==> config.mk <==
export PLATFORM = sky130hd
export DESIGN_NAME = ax309_mbus
export DESIGN_NICKNAME = d
export VERILOG_FILES = /design/src/rtl/ax309_mbus.sv
export SDC_FILE = /design/constraint.sdc
export NUM_CORES = 1
export LEC_CHECK = 0
export ABC_AREA = 1
export CELL_PAD_IN_SITES_DETAIL_PLACEMENT = 1
export CELL_PAD_IN_SITES_GLOBAL_PLACEMENT = 2
export CORE_MARGIN = 8
export CORE_UTILIZATION = 22
export DETAILED_ROUTE_END_ITERATION = 8
export GPL_TIMING_DRIVEN = 0
export PLACE_DENSITY_LB_ADDON = 0.1
export SLEW_MARGIN = 10
export SYNTH_ARGS = -nofsm -noshare
export SYNTH_HDL_FRONTEND = slang
export SYNTH_SLANG_ARGS = --single-unit
==> constraint.sdc <==
create_clock -name clk -period 1.55 [get_ports clk]
set_input_delay 0.155 -clock clk [delete_from_list [all_inputs] [get_ports clk]]
set_output_delay 0.155 -clock clk [all_outputs]
set_load 0.005 [all_outputs]
==> src/rtl/ax309_mbus.sv <==
// CPU-side request adapter for the 16 KiB ax309 on-chip RAM: decodes the RAM window,
// sequences the registered-address / delayed-write RAM timing and returns data with ready.
module ax309_mbus #(
  parameter logic [15:0] BASE = 16'h0000,
  parameter int unsigned WAIT = 0
) (
  input  logic        clk,
  input  logic        rst,
  input  logic [15:0] cpu_addr,
  input  logic [7:0]  cpu_dout,
  input  logic        cpu_rd,
  input  logic        cpu_wr,
  output logic [7:0]  cpu_din,
  output logic        cpu_ready,
  output logic [13:0] mem_addr,
  output logic [7:0]  mem_din,
  output logic        mem_we,
  input  logic [7:0]  mem_dout
);

  typedef enum logic [2:0] {
    IDLE  = 3'd0,
    RADR  = 3'd1,
    RDAT  = 3'd2,
    WADR  = 3'd3,
    WCOM  = 3'd4,
    WAITS = 3'd5,
    DONE  = 3'd6
  } state_t;

  localparam logic [2:0] W_LAST = 3'(WAIT - 1);

  state_t      r_state;
  state_t      w_next;
  logic        r_hit;
  logic [2:0]  r_cnt;
  logic [7:0]  r_din;
  logic        r_ready;
  logic [13:0] r_mem_addr;
  logic [7:0]  r_mem_din;
  logic        r_mem_we;

  logic        w_hit;
  logic        w_load;
  logic        w_we;
  logic        w_cap;
  logic        w_cnt_clr;
  logic        w_cnt_inc;

  assign w_hit = (cpu_addr[15:14] == BASE[15:14]);

  always_comb begin
    w_next    = r_state;
    w_load    = 1'b0;
    w_we      = 1'b0;
    w_cap     = 1'b0;
    w_cnt_clr = 1'b0;
    w_cnt_inc = 1'b0;
    case (r_state)
      IDLE: begin
        if (cpu_wr) begin
          w_next = WADR;
          w_load = 1'b1;
          w_we   = w_hit;
        end else if (cpu_rd) begin
          w_next = RADR;
          w_load = 1'b1;
        end
      end
      RADR: w_next = RDAT;
      RDAT: begin
        w_cap     = 1'b1;
        w_cnt_clr = 1'b1;
        w_next    = (WAIT == 0) ? DONE : WAITS;
      end
      WADR: w_next = WCOM;
      WCOM: begin
        w_cnt_clr = 1'b1;
        w_next    = (WAIT == 0) ? DONE : WAITS;
      end
      WAITS: begin
        if (r_cnt == W_LAST) w_next = DONE;
        else                 w_cnt_inc = 1'b1;
      end
      DONE: begin
        if (!cpu_rd && !cpu_wr) w_next = IDLE;
      end
      default: w_next = IDLE;
    endcase
  end

  // Every output is a register; ready is raised on the edge that enters DONE.
  always_ff @(posedge clk) begin
    if (rst) begin
      r_state    <= IDLE;
      r_hit      <= 1'b0;
      r_cnt      <= 3'd0;
      r_din      <= 8'h00;
      r_ready    <= 1'b0;
      r_mem_addr <= 14'd0;
      r_mem_din  <= 8'h00;
      r_mem_we   <= 1'b0;
    end else begin
      r_state  <= w_next;
      r_mem_we <= w_we;
      r_ready  <= (w_next == DONE);
      if (w_load) begin
        r_mem_addr <= cpu_addr[13:0];
        r_mem_din  <= cpu_dout;
        r_hit      <= w_hit;
      end
      if (w_cap) r_din <= r_hit ? mem_dout : 8'hFF;
      if (w_cnt_clr)      r_cnt <= 3'd0;
      else if (w_cnt_inc) r_cnt <= r_cnt + 3'd1;
    end
  end

  assign cpu_din   = r_din;
  assign cpu_ready = r_ready;
  assign mem_addr  = r_mem_addr;
  assign mem_din   = r_mem_din;
  assign mem_we    = r_mem_we;

endmodule

---- After elaboration in Yosys (flattened, before gate mapping) ----
Cells that the tools add are included.
word-level totals
  bits of input ports ..................... 36
  output and inout port bits .............. 32
  logic and storage cells ................. 40
  flip-flop bits (word level) ............. 39
cells by class
  reductions and logical operators ........ 8
  eq/ne operators ......................... 8
  bitwise operators ....................... 2
  $add $sub $neg .......................... 1
  multiplexer cells ....................... 13
operators with widths
  operator             count
  $pmux 3 s6           1
  $eq 3x3->1 const B   5
  $mux 3               4
  $mux 8               1
  $mux 1               7
  $eq 3x2->1 const B   2
  $reduce_or 2->1      2
  $add 3x1->3 const B  1
  $eq 3x1->1 const B   1
  $logic_not 3->1      1
  $reduce_or 3->1      1
  $logic_not 1->1      2
  $logic_not 2->1      1
  $not 1->1            2
  $logic_and 1x1->1    1

---- Longest topological paths before layout ----
Gate-level depths: netlist of the first run.
  depth in word-level cells ............... 5
  gate-level depth with buffers ........... 6
  gate-level depth less buffers ........... 6

---- Worst setup path after synthesis of the first run ----
No wires, ideal clock.
  path type ............................... reg2reg
  start ................................... register r_cnt[0]
  end ..................................... register r_cnt[0]
  setup slack ............................. 449 ps
  data required time ...................... 1434 ps
  path buffers ............................ 0
  arrival time ............................ 985 ps
  period minus slack after synthesis ...... 1101 ps
  stages on the path, launching flop included .. 7
  setup time .............................. 116 ps
  path through ............................ dfxtp_1 > ha_1 > ha_1 > inv_1 > nand2_1 > nand2_1 > a21oi_1
between the ends
  longest elaborated chain between the ends .. 3
  elaborated cells between the ends (all ways) .. 4
  classes of those cells .................. 1 x add/sub; 1 x eq/ne; 2 x mux
ends and longest elaborated chain
  what                    line  text
  start, declared         36    logic [2:0] r_cnt;
  start signal, assigned  114   else if (w_cnt_inc) r_cnt <= r_cnt + 3'd1;
  $eq 3x3->1              82    if (r_cnt == W_LAST) w_next = DONE;
  $mux 1                  82
  $mux 1                  59    case (r_state)
Parallel ways exist; a longest one is shown, timed or not.
A chain may end at the register's enable or synchronous reset.

---- Final worst setup path of the first run ----
  start ................................... register r_mem_din[2] (netlist: mem_din[2])
  end ..................................... output port mem_din[2]
RTL lines
  what                    line  text
  start, declared         40    logic [7:0] r_mem_din;
  start signal, assigned  109   r_mem_din <= cpu_dout;
  end, declared           16    output logic [7:0] mem_din,
No word-level cell between the ends.

==> results_dict.tcl, run 1 <==
set metrics [dict create \
    start_util 0.222 \
    slew_violations 0 \
    gr-total-overflow 0 \
    timing.final.ws_setup_ns 0.234 \
    ctsHoldBuffers 0 \
    vdd_ir_drop_max_mv 0.421 \
    tns_ns 0 \
    worstSetupEndpointType "primary output" \
    antenna_found_initial 0 \
    routed_wl_mm 5.19 \
    worst-endpoint-arrival_ns 1.16 \
    cts_resized 0 \
    postCtsSetupBuffers 0 \
    wire_per_inst_um 14.2 \
    io-pin-count 68 \
    clkLatencyLatePin_ns 0.28 \
    syn_avg_cell_area_um2 8.11 \
    place_inst 359 \
    n_fill_cell 859 \
    synth_fp_nets 232 \
    drv_cap 0 \
    die-area_um2 10100 \
    final_layout_size_suffix_gt1_frac 0.0789 \
    worstSetupPathType "reg2out" \
    tightest_slew_ns 0.513 \
    hold_ws_ns 0.126 \
    antennaDiodeCount 0 \
    cp_num_buf_inv 1 \
    dieWidth_um 101 \
    final_area_um2 2430 \
    seq_area_frac_synth 0.496 \
    slew_headroom 0.658 \
    cp.required_ns 1.39 \
    vias 1581 \
    p_leak_nw 0.925 \
    reg2regPathDepth 5 \
    clock_path_buffers 2 \
    p_per_area_nw_per_um2 1210 \
    track_usage 0.110 \
    yosys_register_bits 39 \
    status "finished, final reports clean" \
    drt_pass1_iterations 4 \
    r2r_end "cpu_din[1]$_SDFFE_PP0P_" \
    min_period_over_period 0.849 \
    synth.distinct_cells 24 \
    worstHoldStart "rst" \
    place.gp.congestion 0.672 \
    drc 0 \
    synth_warnings 0 \
    critical_path.top_delay_family "buffers and inverters" \
    grt_pass1_wl_mm 8.67 \
    pre_cts_slack_ns 0.0658 \
    min_path_type "in2reg" \
    grt_pass1_vias 1732 \
    drt_iter0_markers 23 \
    numCtsBuffers 5 \
    crit_cells 1 \
    max_freq_mhz 760 \
    syn-cell-area_um2 1570 \
    setup_viol 0 \
    coreArea_um2 7100 \
    clock-sinks 39 \
    ff_latch_area_um2 781 \
    cts_tree "yes" \
    crit_slowest_cell "clkdlybuf4s50_1" \
    rsz0062_at_grt "false" \
    cts_root_buf "clkbuf_8" \
    ant_nets 0 \
    holdPathStages 2 \
    place_area_um2 2360 \
    holdPathEnd "r_state[0]$_SDFF_PP0_" \
    viasPerCell 4.33 \
    cp-start-kind "flop" \
    htreeDepth 2 \
    syn2layout_area_growth_pct 54.5 \
    max_stage_delay_ns 0.52 \
    grt_start_max_net_pins 11 \
    rows 31 \
    fin_cells 365 \
    worstPathCellList "clkdlybuf4s50_1" \
    nets 305 \
    path_clk_slew_ns 0.07 \
    r2r_start "r_state[0]$_SDFF_PP0_" \
    r2r_slack_ns 0.26 \
    multiInputGateArea_um2 666 \
    fin_crit_ns 1.32 \
    netlist_instances 194 \
    cp_max_fo 2 \
    dieHeight_um 101 \
    timing_hold_violations_final 0 \
    io_buffers 66 \
    dpl.hpwl_mm 3.86 \
    fin_skew_ns 0.00514 \
]
[cells in the mapped netlist]
library cell | instances | share of area
nand2_2 | 1 | 0.0040
nor4_1 | 1 | 0.0040
o21ai_0 | 9 | 0.029
buf_6 | 2 | 0.014
dfxtp_1 | 39 | 0.50
nand3_1 | 6 | 0.019
nand4_1 | 22 | 0.088
a21oi_1 | 27 | 0.086
nand3_2 | 1 | 0.0064
nand3b_1 | 1 | 0.0048
buf_2 | 4 | 0.013
nor3_1 | 9 | 0.029
nor2_4 | 1 | 0.0072
clkbuf_2 | 1 | 0.0032
clkinv_1 | 1 | 0.0024
clkbuf_1 | 2 | 0.0048
a21oi_2 | 1 | 0.0056
nor2_1 | 12 | 0.029
nand3_4 | 1 | 0.011
inv_1 | 11 | 0.026
ha_1 | 2 | 0.016
buf_4 | 3 | 0.014
inv_2 | 1 | 0.0024
nand2_1 | 36 | 0.086
[routing by layer]
layer  GRT usage  wire length [um]  up-vias
li1            -                 -      809
met1       0.133              2460      725
met2       0.169              2270       43
met3      0.0428               385        4
met4      0.0453                67        0
met5           0                 0        -
[final cells by class]
type	instances	area share
inverters	13	0.0201
clock buffers	6	0.0299
plain buffers	12	0.0319
well taps	99	0.0510
repair buffers	66	0.272
multi-input cells	130	0.274
flip-flops and latches	39	0.321
[worst reg2reg max path: stages (launching register included)]
cell and delay (ns):
dfxtp_1 0.33, inv_2 0.17, nand3_2 0.24, inv_1 0.27
o21ai_0 0.12, nor2_1 0.09
[registers in the layout, indices dropped and copies added (netlist names)]
register and cells:
r_state 3, r_hit 1, mem_addr 14, mem_din 8, cpu_din 8, mem_we 1, r_cnt 3, cpu_ready 1
[worst max-delay path by stage]
stage / from / to / slack [ns]
global route: r_state[0]$_SDFF_PP0_ / cpu_din[2]$_SDFFE_PP0P_ / 0.05
finish: mem_din[2]$_SDFFE_PP0P_ / mem_din[2] / 0.23
global placement: cpu_wr / mem_addr[6]$_SDFFE_PP0P_ / 0.05
floorplan: r_cnt[0]$_SDFFE_PP0P_ / r_cnt[0]$_SDFFE_PP0P_ / 0.45
detailed placement: cpu_wr / mem_addr[13]$_SDFFE_PP0P_ / 0.07
CTS: mem_din[0]$_SDFFE_PP0P_ / mem_din[0] / 0.22
[per-stage QoR]
step            util  power [mW]
2_1_floorplan      -        1.82
3_3_place_gp   0.332        2.37
3_5_place_dp   0.332        2.37
4_1_cts        0.342        3.03
5_1_grt        0.342        3.20
6_report       0.342        2.95
[report_power, final]
part | switching [mW] | internal, mW | total (mW)
Clock | 0.332 | 0.300 | 0.632
Sequential | 0.0956 | 1.17 | 1.27
Combinational | 0.516 | 0.533 | 1.05
Total | 0.944 | 2.01 | 2.95
[cell usage in the layout (no fill, tap or decap), drive strengths merged]
master         netlist  routed
a21oi               28      28
clkdlybuf4s50        0      66
o21ai                9       9
nor4                 1       1
clkbuf               3       9
nand4               22      22
nor2                13      13
nand3                8       8
inv                 12      12
dfxtp               39      39
clkinv               1       1
nand3b               1       1
nor3                 9       9
ha                   2       2
nand2               37      37
buf                  9       9
[logic make-up (layout without fill, tap and decap cells)]
logic type,count (synthesis),in the layout,synth area share
AND/OR/NAND/NOR,91,91,0.287
flip-flops,39,39,0.496
adder cells (fa/ha/maj),2,2,0.0159
buffers and inverters,25,97,0.0803
AO/OA/AOI/OAI,37,37,0.120
No activity file was read; power rests on OpenSTA's default activity.
==> run 2: changes to the inputs <==
==> constraint.sdc (replaced) <==
create_clock -name clk -period 1.3 [get_ports clk]
set_input_delay 0.13 -clock clk [delete_from_list [all_inputs] [get_ports clk]]
set_output_delay 0.13 -clock clk [all_outputs]
set_load 0.005 [all_outputs]
==> run 2 against run 1 <==
  * Worst setup slack worse by 0.20 ns
  * Sequential power up 20%
  * Die area unchanged
==> results_dict.tcl, run 2 (synthesized netlist as in run 1, its figures left out) <==
set metrics [dict create \
    status "finished, final reports clean" \
    clock_path_buffers 2 \
    clkLatencyLatePin_ns 0.28 \
    crit_slowest_cell "clkdlybuf4s50_1" \
    slew_violations 0 \
    wire_per_inst_um 14.1 \
    worstSetupEndpointType "primary output" \
    grt_start_max_net_pins 11 \
    cts_root_buf "clkbuf_8" \
    max_freq_mhz 792 \
    timing_hold_violations_final 0 \
    cp_num_buf_inv 1 \
    drt_iter0_markers 18 \
    p_leak_nw 1.16 \
    path_clk_slew_ns 0.07 \
    largest_register_ffs 14 \
    p_comb_frac 0.355 \
    hold_ws_ns 0.101 \
    coreArea_um2 7100 \
    p_int_mw 2.39 \
    rows 31 \
    ff_latch_area_um2 786 \
    p_sw_frac 0.321 \
    fin_skew_ns 0.00445 \
    fin_crit_ns 1.26 \
    final_layout_size_suffix_gt1_frac 0.109 \
    tightest_slew_ns 0.523 \
    slew_headroom 0.651 \
    io_buffers 66 \
    pwr-share-seq 0.431 \
    min_path_type "in2reg" \
    antennaDiodeCount 0 \
    ant_nets 0 \
    vias 1568 \
    clock-sinks 39 \
    drc 0 \
    cts_tree "yes" \
    track_usage 0.110 \
    most-common-layout-cells "clkdlybuf4s50_1 (51), nand2_1 (35), dfxtp_1 (35)" \
    cp.required_ns 1.17 \
    p_per_area_nw_per_um2 1420 \
    worstPathCellList "clkdlybuf4s50_1" \
    worstSetupPathType "reg2out" \
    numCtsBuffers 5 \
    vdd_ir_drop_max_mv 0.501 \
    r2r_slack_ns 0.11 \
    gr-total-overflow 0 \
    clkPwrFrac 0.214 \
    critical_path.top_delay_family "buffers and inverters" \
    syn2layout_area_growth_pct 58.2 \
    drt_pass1_iterations 4 \
    power_mw 3.52 \
    antenna_found_initial 0 \
    start_util 0.222 \
    grt_pass1_wl_mm 8.67 \
    cp_max_fo 2 \
    io-pin-count 68 \
    final_common_cell "clkdlybuf4s50_1" \
    dieHeight_um 101 \
    place.gp.congestion 0.672 \
    rsz0062_at_grt "false" \
    die-area_um2 10100 \
    nets 306 \
    drv_cap 0 \
    grt_pass1_vias 1732 \
    max_stage_delay_ns 0.51 \
    worst-endpoint-arrival_ns 1.13 \
    min_period_over_period 0.972 \
    setup_viol 0 \
    routed_wl_mm 5.17 \
    multiInputGateArea_um2 678 \
    htreeDepth 2 \
    dpl.hpwl_mm 3.86 \
    n_fill_cell 858 \
    dieWidth_um 101 \
    cp-start-kind "flop" \
    viasPerCell 4.28 \
    switchingPower_mw 1.13 \
]
-- run 2: power groups by stage --
stage / clock network (mW) / registers, mW / logic (mW)
detailed placement: 0 / 1.54 / 1.28
global route: 0.854 / 1.55 / 1.40
finish: 0.753 / 1.52 / 1.25
CTS: 0.806 / 1.52 / 1.29
global placement: 0 / 1.55 / 1.28
floorplan: 0 / 1.55 / 0.618
-- run 2: path summary, 6_finish.rpt --
| check | from | endpoint | cells after the start |
|---|---|---|---|
| worst max register to register | r_cnt[0]$_SDFFE_PP0P_ | r_cnt[0]$_SDFFE_PP0P_ | 6 |
| worst min-delay path | rst | r_state[0]$_SDFF_PP0_ | 2 |
| worst min register to register | mem_din[4]$_SDFFE_PP0P_ | mem_din[4]$_SDFFE_PP0P_ | 2 |
| worst max-delay path | mem_addr[7]$_SDFFE_PP0P_ | mem_addr[7] | 1 |
-- run 2: routing by layer --
| metal | global-route usage | vias up | part of all wire | wire length, um |
|---|---|---|---|---|
| met5 | 0 | - | 0 | 0 |
| met4 | 0.0453 | 0 | 0.013 | 68 |
| met3 | 0.0428 | 4 | 0.072 | 372 |
| met2 | 0.169 | 41 | 0.44 | 2300 |
| met1 | 0.133 | 707 | 0.47 | 2440 |
| li1 | - | 816 | - | - |
-- run 2: final cells by class --
class                   count  area share
repair buffers             67       0.282
multi-input cells         130       0.272
clock buffers               6      0.0292
flip-flops and latches     39       0.316
inverters                  13      0.0196
plain buffers              12      0.0312
well taps                  99      0.0498
-- run 2: stage by stage --
step                       util  instances  area (um2)  setup WS, ns  setup TNS (ns)
after floorplan               -        194        1570         0.199               0
after global routing      0.351        366        2490      0.000585               0
final                     0.351        366        2490        0.0369               0
after CTS                 0.342        365        2430       0.00417               0
after detailed placement  0.332        359        2360        -0.159           -2.87
after global placement    0.332        359        2360        -0.178           -2.99
-- run 2: timing repair --
action / CTS / global route
setup endpoints to repair: 7 / 37
buffers inserted: 0 / 1
hold buffers: 0 / 0
hold endpoints to repair: 0 / 0
pin swaps: 0 / 1
gates resized for setup: 3 / 20
==> run 3: changes to the inputs <==
--- a/config.mk
+++ b/config.mk
@@ -10,6 +10,7 @@
 export CELL_PAD_IN_SITES_GLOBAL_PLACEMENT = 2
 export CORE_MARGIN = 8
 export CORE_UTILIZATION = 22
+export CTS_BUF_LIST = sky130_fd_sc_hd__clkbuf_4 sky130_fd_sc_hd__clkbuf_8 sky130_fd_sc_hd__clkbuf_16
 export DETAILED_ROUTE_END_ITERATION = 8
 export GPL_TIMING_DRIVEN = 0
 export PLACE_DENSITY_LB_ADDON = 0.1
==> run 3 against run 2 <==
  * Global-route usage unchanged
  * Power grew 0.60%
  * Non-clock buffer count is the same
  * Register-to-register slack about the same
  * Sequential power is essentially flat
  * Maximum frequency is the same
  * Count of clock-buffer cells in the layout unchanged
  * Clock skew about the same
  * Worst setup slack did not move
  * Critical endpoint unchanged
==> results_dict.tcl, run 3 (synthesized netlist as in run 1, its figures left out) <==
set metrics [dict create \
    drt_iter0_markers 18 \
    pwr-share-seq 0.429 \
    timing_hold_violations_final 0 \
    grt_pass1_wl_mm 8.67 \
    cp_num_buf_inv 1 \
    fin_skew_ns 0.00440 \
    ctsHoldBuffers 0 \
    grt_start_max_net_pins 11 \
    dieWidth_um 101 \
    clock-sinks 39 \
    htreeDepth 2 \
    worst-endpoint-arrival_ns 1.13 \
    final_layout_size_suffix_gt1_frac 0.112 \
    slew_headroom 0.651 \
    reg2regPathDepth 6 \
    r2r_end "r_cnt[0]$_SDFFE_PP0P_" \
    crit_slowest_cell "clkdlybuf4s50_1" \
    dpl.hpwl_mm 3.86 \
    min_path_type "in2reg" \
    worstSetupEndpointType "primary output" \
    place_area_um2 2360 \
    nets 306 \
    critical_path.startpoint "mem_addr[7]$_SDFFE_PP0P_" \
    min_period_over_period 0.972 \
    place_inst 359 \
    die-area_um2 10100 \
    p_leak_nw 1.17 \
    drv_cap 0 \
    drc 0 \
    final_common_cell "clkdlybuf4s50_1" \
    dieHeight_um 101 \
    r2r_start "r_cnt[0]$_SDFFE_PP0P_" \
    place.gp.congestion 0.672 \
    final_area_um2 2490 \
    cp-start-kind "flop" \
    critical_path.top_delay_family "buffers and inverters" \
    clkPwrFrac 0.218 \
    most-common-layout-cells "clkdlybuf4s50_1 (51), nand2_1 (35), dfxtp_1 (35)" \
    gr-total-overflow 0 \
    io_buffers 66 \
    max_freq_mhz 792 \
    antennaDiodeCount 0 \
    worstHoldStart "rst" \
    tightest_slew_ns 0.523 \
    p_comb_frac 0.353 \
    cp.required_ns 1.17 \
    p_per_area_nw_per_um2 1420 \
    slew_violations 0 \
    clkLatencyLatePin_ns 0.28 \
    p_int_mw 2.41 \
    start_util 0.222 \
    r2r_slack_ns 0.11 \
    tns_ns 0 \
    numCtsBuffers 5 \
    grt_pass1_vias 1732 \
    antenna_found_initial 0 \
    wire_per_inst_um 14.1 \
    vias 1568 \
    rsz0062_at_grt "false" \
    holdPathEnd "r_state[0]$_SDFF_PP0_" \
    p_sw_frac 0.319 \
    worstPathCellList "clkdlybuf4s50_1" \
    path_clk_slew_ns 0.07 \
    worstSetupPathType "reg2out" \
    rows 31 \
    max_stage_delay_ns 0.51 \
    io-pin-count 68 \
    status "finished, final reports clean" \
    ant_nets 0 \
    cts_tree "yes" \
    setup_viol 0 \
    switchingPower_mw 1.13 \
    syn2layout_area_growth_pct 58.5 \
    largest_register_ffs 14 \
    fin_cells 366 \
    viasPerCell 4.28 \
    cts_root_buf "clkbuf_8" \
    holdPathStages 2 \
    drt_pass1_iterations 4 \
    clock_path_buffers 2 \
    fin_crit_ns 1.26 \
    coreArea_um2 7100 \
    hold_ws_ns 0.101 \
    power_mw 3.54 \
    track_usage 0.110 \
    routed_wl_mm 5.17 \
    cp_max_fo 2 \
    vdd_ir_drop_max_mv 0.503 \
]
## run 3: cell types whose count changed in the layout (fill, tap and decap cells not counted)
cell | before | now
clkbuf_1 | 3 | 2
clkbuf_4 | 0 | 1
## run 3: worst max-delay path by stage
stage,to,depth (start not counted)
floorplan,r_cnt[0]$_SDFFE_PP0P_,6
global placement,mem_addr[6]$_SDFFE_PP0P_,6
detailed placement,mem_addr[13]$_SDFFE_PP0P_,6
CTS,mem_din[1],1
global route,mem_addr[7],1
finish,mem_addr[7],1
## run 3: per-stage QoR
step,worst slack (ns),util
3_3_place_gp,-0.178,0.332
4_1_cts,0.00417,0.343
3_5_place_dp,-0.159,0.332
5_1_grt,0.000585,0.351
6_report,0.0369,0.351
2_1_floorplan,0.199,-
## run 3: area by class of cell
class / instances / area, um2
Fill cell: 858 / 4610
Sequential cell: 39 / 786
Timing Repair Buffer: 67 / 702
Multi-Input combinational cell: 130 / 678
Tap cell: 99 / 124
Buffer: 12 / 77.6
Clock buffer: 6 / 76.3
Inverter: 13 / 48.8
## run 3: power by group through the flow
| stage | logic, mW | registers [mW] | clock network (mW) |
|---|---|---|---|
| floorplan | 0.618 | 1.55 | 0 |
| global placement | 1.28 | 1.55 | 0 |
| detailed placement | 1.28 | 1.54 | 0 |
| CTS | 1.29 | 1.52 | 0.827 |
| global route | 1.40 | 1.55 | 0.876 |
| finish | 1.25 | 1.52 | 0.774 |
## run 3: layer usage
layer,global-route usage,vias to the layer above,share of wire
met1,0.133,707,0.47
li1,-,816,-
met5,0,-,0
met2,0.169,41,0.44
met3,0.0428,4,0.072
met4,0.0453,0,0.013
## run 3: worst register-to-register path, delay by kind of cell (launching register included)
kind / cells / cell delay [ns]
and+or+nand+nor: 2 / 0.19
DFF: 1 / 0.33
adders and majority gates: 2 / 0.39
buffers and inverters: 1 / 0.12
AOI/OAI and AO/OA: 1 / 0.06
## run 3: what timing repair did
item,CTS,global route
gates cloned,0,0
endpoints found under the setup margin,7,37
buffers inserted,0,1
gates resized for setup,3,20
pin swaps,0,1
